File: config.mk
export PLATFORM = sky130hd
export DESIGN_NAME = text_buffer_ctrl
export DESIGN_NICKNAME = d
export VERILOG_FILES = /design/src/rtl/text_buffer_ctrl.sv
export SDC_FILE = /design/constraint.sdc
export NUM_CORES = 1
export LEC_CHECK = 0
export ABC_AREA = 1
export CAP_MARGIN = 20
export CELL_PAD_IN_SITES_DETAIL_PLACEMENT = 0
export CELL_PAD_IN_SITES_GLOBAL_PLACEMENT = 1
export CORE_ASPECT_RATIO = 1.4
export CORE_MARGIN = 5
export CORE_UTILIZATION = 45
export CTS_BUF_LIST = sky130_fd_sc_hd__clkbuf_4 sky130_fd_sc_hd__clkbuf_8
export CTS_CLUSTER_DIAMETER = 80
export DETAILED_ROUTE_END_ITERATION = 10
export GPL_TIMING_DRIVEN = 0
export HOLD_SLACK_MARGIN = 0.05
export PLACE_DENSITY = 0.88
export SYNTH_ARGS = -nofsm -noshare
export SYNTH_HDL_FRONTEND = slang
export SYNTH_SLANG_ARGS = --single-unit
File: constraint.sdc
create_clock -name clk -period 2.95 [get_ports clk]
set_input_delay 0.295 -clock clk [delete_from_list [all_inputs] [get_ports clk]]
set_output_delay 0.295 -clock clk [all_outputs]
set_load 0.02 [all_outputs]
File: src/rtl/text_buffer_ctrl.sv
// text_buffer_ctrl: turns received UART bytes into character-RAM writes for the
// VGA text screen, tracking the cursor, clearing the screen and echoing bytes.
module text_buffer_ctrl #(
    parameter int COLS       = 80,
    parameter int ROWS       = 30,
    parameter int ADDR_W     = 12,
    parameter int FIFO_DEPTH = 4,
    parameter int ECHO_EN    = 1
) (
    input  logic              clk,
    input  logic              rst_n,
    input  logic [7:0]        rx_data,
    input  logic              rx_valid,
    input  logic              tx_busy,
    output logic              tx_start,
    output logic [7:0]        tx_data,
    output logic              wr_en,
    output logic [ADDR_W-1:0] wr_addr,
    output logic [7:0]        wr_data,
    output logic [6:0]        cur_col,
    output logic [4:0]        cur_row,
    output logic              busy,
    output logic              overflow
);
    localparam int PTR_W = $clog2(FIFO_DEPTH);
    localparam logic [6:0]        LAST_COL  = 7'(COLS - 1);
    localparam logic [4:0]        LAST_ROW  = 5'(ROWS - 1);
    localparam logic [ADDR_W-1:0] LAST_CELL = ADDR_W'(COLS * ROWS - 1);
    localparam logic [ADDR_W-1:0] COLS_A    = ADDR_W'(COLS);
    localparam logic [PTR_W:0]    DEPTH_C   = (PTR_W + 1)'(FIFO_DEPTH);

    typedef enum logic [1:0] {CLEAR, IDLE, PROC, ECHO} state_t;

    state_t            state, stateNext;
    logic [ADDR_W-1:0] clearAddr, clearAddrNext;
    logic              echoPending, echoPendingNext;
    logic [7:0]        fifoMem [FIFO_DEPTH];
    logic [PTR_W-1:0]  rdPtr, wrPtr;
    logic [PTR_W:0]    count;
    logic [7:0]        curByte;
    logic              pop, push;
    logic [ADDR_W-1:0] cellAddr;
    logic [6:0]        colNext;
    logic [4:0]        rowNext;
    logic              wrEnNext, txStartNext;
    logic [ADDR_W-1:0] wrAddrNext;
    logic [7:0]        wrDataNext, txDataNext;

    function automatic logic [4:0] nextRow(input logic [4:0] row);
        return (row == LAST_ROW) ? 5'd0 : row + 5'd1;
    endfunction

    // A full queue still accepts a byte when the same cycle pops one.
    assign pop      = (state == IDLE) && (count != '0);
    assign push     = rx_valid && ((count < DEPTH_C) || pop);
    assign cellAddr = ADDR_W'(cur_row) * COLS_A + ADDR_W'(cur_col);

    always_ff @(posedge clk or negedge rst_n) begin
        if (!rst_n) begin
            rdPtr    <= '0;
            wrPtr    <= '0;
            count    <= '0;
            overflow <= 1'b0;
        end else begin
            if (push) wrPtr <= wrPtr + 1'b1;
            if (pop)  rdPtr <= rdPtr + 1'b1;
            case ({push, pop})
                2'b10:   count <= count + 1'b1;
                2'b01:   count <= count - 1'b1;
                default: ;
            endcase
            if (rx_valid && !push) overflow <= 1'b1;
        end
    end

    always_ff @(posedge clk) begin
        if (push) fifoMem[wrPtr] <= rx_data;
        if (pop)  curByte <= fifoMem[rdPtr];
    end

    always_comb begin
        stateNext       = state;
        clearAddrNext   = clearAddr;
        echoPendingNext = echoPending;
        colNext         = cur_col;
        rowNext         = cur_row;
        wrEnNext        = 1'b0;
        wrAddrNext      = wr_addr;
        wrDataNext      = wr_data;
        txStartNext     = 1'b0;
        txDataNext      = tx_data;
        case (state)
            CLEAR: begin
                wrEnNext   = 1'b1;
                wrAddrNext = clearAddr;
                wrDataNext = 8'h20;
                if (clearAddr == LAST_CELL) begin
                    clearAddrNext   = '0;
                    stateNext       = echoPending ? ECHO : IDLE;
                    echoPendingNext = 1'b0;
                end else begin
                    clearAddrNext = clearAddr + 1'b1;
                end
            end
            IDLE: if (pop) stateNext = PROC;
            PROC: begin
                stateNext = (ECHO_EN != 0) ? ECHO : IDLE;
                if ((curByte >= 8'h20) && (curByte <= 8'h7E)) begin
                    wrEnNext   = 1'b1;
                    wrAddrNext = cellAddr;
                    wrDataNext = curByte;
                    if (cur_col == LAST_COL) begin
                        colNext = 7'd0;
                        rowNext = nextRow(cur_row);
                    end else begin
                        colNext = cur_col + 7'd1;
                    end
                end else begin
                    case (curByte)
                        8'h0D: colNext = 7'd0;
                        8'h0A: rowNext = nextRow(cur_row);
                        8'h08: if (cur_col != 7'd0) begin
                            colNext    = cur_col - 7'd1;
                            wrEnNext   = 1'b1;
                            wrAddrNext = cellAddr - 1'b1;
                            wrDataNext = 8'h20;
                        end
                        // Form feed defers its echo until the sweep has finished.
                        8'h0C: begin
                            colNext         = 7'd0;
                            rowNext         = 5'd0;
                            stateNext       = CLEAR;
                            echoPendingNext = (ECHO_EN != 0);
                        end
                        default: stateNext = IDLE;
                    endcase
                end
            end
            ECHO: if (!tx_busy) begin
                txStartNext = 1'b1;
                txDataNext  = curByte;
                stateNext   = IDLE;
            end
            default: stateNext = CLEAR;
        endcase
    end

    always_ff @(posedge clk or negedge rst_n) begin
        if (!rst_n) begin
            state       <= CLEAR;
            clearAddr   <= '0;
            echoPending <= 1'b0;
            cur_col     <= 7'd0;
            cur_row     <= 5'd0;
            wr_en       <= 1'b0;
            wr_addr     <= '0;
            wr_data     <= 8'd0;
            tx_start    <= 1'b0;
            tx_data     <= 8'd0;
            busy        <= 1'b1;
        end else begin
            state       <= stateNext;
            clearAddr   <= clearAddrNext;
            echoPending <= echoPendingNext;
            cur_col     <= colNext;
            cur_row     <= rowNext;
            wr_en       <= wrEnNext;
            wr_addr     <= wrAddrNext;
            wr_data     <= wrDataNext;
            tx_start    <= txStartNext;
            tx_data     <= txDataNext;
            busy        <= (stateNext == CLEAR);
        end
    end
endmodule

== Word level (Yosys, flattened, before mapping) ==
Memory sizes are Yosys's and may differ from the RTL's. A register that Yosys moved wholly into a read port is not among the register bits.
Cells that the tools add are included.
W data, S select, Z words.
Cells by class
  add/subtract/negate cells: 10
  multiply operators: 1
  $lt $le $gt $ge: 3
  eq/ne operators: 19
  mux-type cells: 37
  bitwise operators: 1
  reduce and logical (&&, ||, !) cells: 21
Operator list (count)
  $mux W12: 4
  $eq A8 B4 Y1 const B: 4
  $mux W8: 3
  $pmux W12 S2: 1
  $mux W7: 3
  $pmux W8 S2: 1
  $mux W5: 3
  $pmux W7 S2: 1
  $add A12 B1 Y12 const B: 1
  $add A12 B7 Y12: 1
  $eq A12 B12 Y1 const B: 1
  $sub A12 B1 Y12 const B: 1
  $mux W1: 10
  $mux W2: 5
  $pmux W5 S2: 1
  $ne A3 B3 Y1 const B: 3
  $reduce_and A3 Y1: 3
  $reduce_bool A3 Y1: 3
  $ge A8 B6 Y1 const B: 1
  $le A8 B7 Y1 const B: 1
  $mul A5 B3 Y8 const B: 1
  $pmux W2 S4: 1
  $add A7 B1 Y7 const B: 1
  $eq A7 B7 Y1 const B: 1
  25 further kinds: 37
Word-level totals
  register bits after elaboration: 66
  bits in writable memories: 32
  memories: 1
Memory list
  fifoMem: depth 4, width 8, rd ports 1, clocked after memory_dff 1, wr ports 1, line 37  | logic [7:0] fifoMem [FIFO_DEPTH];

== Depth between registers and ports, before layout ==
  depth after elaboration: 7
  depth in mapped cells: 15
  mapped depth without buffers: 15

== Worst setup path after synthesis ==
OpenSTA, ideal clock, no wires.
  kind: reg-to-reg
  start point: reg cur_row[1]
  end point: reg wr_addr[11]
  library setup time: 0.117 ns
  data arrival time: 2.300 ns
  required time: 2.833 ns
  setup slack: 0.533 ns
  stages on the path, launching flop included: 15
  buffers on the path: 0
  period minus slack after synthesis: 2.417 ns
  cells stage by stage: dfrtp_1 ha_1 ha_1 fa_1 nand2_1 inv_1 nand2_1 nor2_1 inv_1 nand2_1 nand3_1 nand2_1 nand3_1 nand2_1 nand2_1
On the way
  cells in the longest elaborated chain, start to end: 7
RTL lines
  start, declared: line 21  | output logic [4:0] cur_row,
  start signal, assigned: line 166  | cur_row <= rowNext;
  $mul A5 B3 Y8 *: line 56  | assign cellAddr = ADDR_W'(cur_row) * COLS_A + ADDR_W'(cur_col);
  $add A12 B7 Y12 *: line 56
  $sub A12 B1 Y12: line 125  | wrAddrNext = cellAddr - 1'b1;
  $mux W12: line 122  | 8'h08: if (cur_col != 7'd0) begin
  $mux W12: line 119  | case (curByte)
  $mux W12 *: line 108  | if ((curByte >= 8'h20) && (curByte <= 8'h7E)) begin
  $pmux W12 S2 *: line 92  | case (state)
  end signal, assigned: line 168  | wr_addr <= wrAddrNext;
  end, declared: line 18  | output logic [ADDR_W-1:0] wr_addr,
Every way passes the cells marked *; elsewhere a longest branch is shown, timed or not. The select of a mux whose other input is x is not followed.
A chain may end at the register's enable or synchronous reset.

== Worst setup path in the final report ==
Ends and elaborated chain as after synthesis.

==> results.py <==
metrics = {
    "worst_setup_path": {
        "worst-setup-path-type": "flip-flop to flip-flop",
        "timing.critical_path.from_type": "flip-flop",
        "rr_endpoint": "wr_addr[11]$_DFFE_PN0P_",
        "critical_path_cell_sequence": "ha_1 -> ha_1 -> fa_1 -> nand2_1 -> inv_1 -> nand2_1 -> nor2_1 -> inv_1 -> nand2_1 -> nand3_1 -> nand2_1 -> nand3_1 -> nand2_1 -> nand2_1",
        "cp-end-kind": "flip-flop",
        "critical_path.n_buffers_inverters": 2,
        "r2r-start": "cur_row[1]$_DFFE_PN0P_",
        "timing.reg2reg.worst_path_depth": 14,
        "critical_path.top_delay_family": "adder cells",
        "timing.critical_path.required_ns": 3.22,
        "critical-path-top-cell-by-count": "nand2_1",
        "timing.critical_path.fanout_max": 7,
        "rrSetupSlack_ns": 0.32,
        "cp.arrival_ns": 2.90,
        "cpMaxStageDelayCell": "fa_1",
        "critPathMaxStageDelay_ns": 0.54,
    },
    "synth": {
        "yosysUniqueCellTypes": 45,
        "synthTopCellsByArea": "dfrtp_1, edfxtp_1, nand2_1, ha_1, nor2_1",
        "yosys_register_bits": 106,
        "yosys_warnings": 0,
        "cell_taking_the_most_area_after_synthesis": "dfrtp_1",
        "cell_with_the_most_instances_after_synthesis": "nand2_1",
        "ys_top_cells_by_count": "nand2_1, dfrtp_1, nor2_1",
        "synthSimpleGateAreaFrac_pct": 20.7,
        "synth.mux.area_fraction_pct": 0,
        "synth_compound_gate_area_share_pct": 11.3,
        "yosys.area.top_type_share_pct": 29.9,
        "synth_flop_cell": "dfrtp_1",
        "adder_cell_fraction_of_synth_area_pct": 5.94,
        "yosys.area_share.xor_xnor_pct": 3.23,
        "proportion_of_register_bits_with_asynchronous_set_or_reset_after_synthesis_pct": 62.3,
        "mapped_avg_cell_area_um2": 9.13,
        "synth_fp_nets": 631,
        "largest_family_of_logic_cells_by_synthesized_area": "simple AND/OR/NAND/NOR gates",
        "share_of_the_yosys_chip_area_belonging_to_registers_pct": 52.5,
        "synth_enable_flop_cells": 40,
        "post_synth_inst_count": 595,
        "syn_area_um2": 5430,
    },
    "power": {
        "switching_share_pct": 45.4,
        "seq_power_share_pct": 36.8,
        "internal_power_component_uw": 3670,
        "netSwitchingPower_uw": 3050,
        "power.density_cell_area_nw_per_um2": 1050,
        "p_comb_share_pct": 49.9,
        "worst_ir_drop_vdd_v": 0.000508,
        "cellLeakagePower_uw": 0.00275,
        "clkPwrFrac_pct": 13.3,
    },
    "clock_tree": {
        "insertion_delay_ns": 0.38,
        "cts_inserted_buffers": 9,
        "cts_num_sinks": 106,
        "cts.clk_slew.worst_paths_ns": 0.11,
        "max_h_tree_level": 3,
        "cts.path.max_buffers": 2,
        "cts.root.buffer_cell": "clkbuf_8",
        "cts_tree": "done",
        "cts_resized": 0,
    },
    "placement": {
        "total_placed_cells_including_tap_cells": 797,
        "buffer_ports.inserted": 55,
        "placement.cell_area_um2": 6160,
        "routabilityCongestion": 0.873,
        "dp_hpwl_um": 9530,
    },
    "timing": {
        "setup_violations": 0,
        "grt_setup_unrepaired": "no",
        "worst_slew_pin_slew_ns": 0.854,
        "max_clock_freq_mhz": 380,
        "timing.slew.headroom_pct": 43.0,
        "finalClockSkew_ns": 0.0172,
        "final_period_minus_worst_setup_slack_ns": 2.63,
        "hold_ws_ns": 0.495,
        "drv_slew": 0,
        "setup_total_negative_slack_ns": 0,
        "hold_viol_final": 0,
        "post-route-period-util_pct": 89.1,
    },
    "finish": {
        "postLayoutCoreUtil_pct": 53.9,
        "num-nets-final": 698,
        "multi_input_comb_area_um2": 2230,
        "regArea_um2": 2850,
        "filler_cell_count": 1090,
        "layout_overhead_on_the_synthesized_area_pct": 17.4,
        "antenna_diodes": 0,
        "finish.instance_area_um2": 6380,
        "instances_no_fill": 814,
        "layout-drive-gt1-share_pct": 8.55,
    },
    "grt": {
        "grt_overflow": 0,
        "grt_usage_pct": 17.8,
        "pin_count_of_the_biggest_net_entering_global_routing": 67,
        "global_route_wire_length_before_repair_um": 20000,
        "number_of_global_route_vias_before_repair": 4103,
        "antenna_found_initial": 0,
    },
    "status": {
        "run_status": "complete, no violations",
    },
    "floorplan": {
        "floorplan.initialDensity_pct": 46.0,
        "chipWidth_um": 103,
        "floorplan_core_area_um2": 11800,
        "dieHeight_um": 140,
        "die_outline_area_um2": 14400,
        "rows": 47,
        "total_i_o_pin_count": 56,
    },
    "hold_path": {
        "holdPathEnd": "count[0]$_DFFE_PN0P_",
        "hold_class": "flip-flop to flip-flop",
        "holdCritStartpoint": "count[0]$_DFFE_PN0P_",
        "whs_path_cells": 1,
    },
    "flow_run": {
        "number_of_max_cap_violations": 0,
    },
    "detailed_routing": {
        "vias_per_cell": 5.20,
        "drt_first_iter_violations": 207,
        "drt_wl_total_um": 12200,
        "remaining_drc_errors": 0,
        "dr.pass1.iters": 4,
        "route.detailed.wl_per_inst_um": 15.0,
        "ant_nets": 0,
        "detailroute.via_count": 4231,
    },
}
sequential cells by signal, summed over array words and instances, names as in the netlist, 3 cells and up:
signal     count
clearAddr     12
count          3
curByte        8
cur_col        7
cur_row        5
fifoMem       32
tx_data        8
wr_addr       12
wr_data        8
stage by stage:
step / setup WS (ns) / total power (µW)
after global routing: 0.116 / 7270
after CTS: 0.318 / 6800
after detailed placement: 0.348 / 5890
after floorplan: 0.533 / 4690
final: 0.321 / 6730
after global placement: -0.668 / 5780
logic make-up (layout without fill, tap and decap cells):
family          after synthesis  count (layout)
compound gates              106             106
fa+ha+maj                    24              24
simple gates                255             255
flops                       106             106
xor+xnor                     20              20
buf+inv                      84             156
worst reg2reg max path, stage by stage (launching register included):
cell     delay (ns)
dfrtp_1        0.48
ha_1           0.35
ha_1           0.23
fa_1           0.54
nand2_1        0.08
inv_1          0.08
nand2_1        0.06
nor2_1         0.12
inv_1          0.05
nand2_1        0.16
nand3_1        0.10
nand2_1        0.08
nand3_1        0.07
nand2_1        0.08
nand2_1        0.05
per-layer routing:
metal / track usage, % / wire (µm)
met2: 33.7 / 6870
met5: 0 / 0
met1: 20.0 / 4800
met4: 6.28 / 249
met3: 1.99 / 310
power groups by stage:
stage,Combinational (µW),Sequential [µW],Clock [µW]
after floorplan,2030,2660,0
after global placement,3290,2490,0
after detailed placement,3390,2500,0
after CTS,3400,2480,922
after global routing,3750,2540,972
final,3350,2480,896
what timing repair did:
action,4_1_cts,5_1_grt
buffers inserted,0,0
hold buffers,1,0
hold endpoints to repair,40,0
worst max path at each step:
stage	start	cells after the start	endpoint
CTS	cur_row[1]$_DFFE_PN0P_	14	wr_addr[11]$_DFFE_PN0P_
floorplan	cur_row[1]$_DFFE_PN0P_	14	wr_addr[11]$_DFFE_PN0P_
detailed placement	cur_row[1]$_DFFE_PN0P_	14	wr_addr[11]$_DFFE_PN0P_
global route	cur_row[1]$_DFFE_PN0P_	15	wr_addr[11]$_DFFE_PN0P_
global placement	rst_n	1	wr_addr[10]$_DFFE_PN0P_
finish	cur_row[1]$_DFFE_PN0P_	14	wr_addr[11]$_DFFE_PN0P_
final cells by class:
cell class / count / area share (%)
Tap cell: 147 / 2.88
Clock inverter: 7 / 1.24
Sequential cell: 106 / 44.8
Timing Repair Buffer: 56 / 8.75
Buffer: 12 / 1.06
Multi-Input combinational cell: 405 / 35.0
Clock buffer: 9 / 1.94
Inverter: 72 / 4.32
cells in the final DEF, fill, tap and decap left out, types with 16 or more instances in the layout:
master and n:
a21oi_1 16, inv_1 59, nand2_1 127, ha_1 21, xor2_1 17, dfrtp_1 65, nor2_1 60, o21ai_0 41
nand3_1 36, clkdlybuf4s50_1 54, edfxtp_1 40
(Power assumes the default switching activity.)
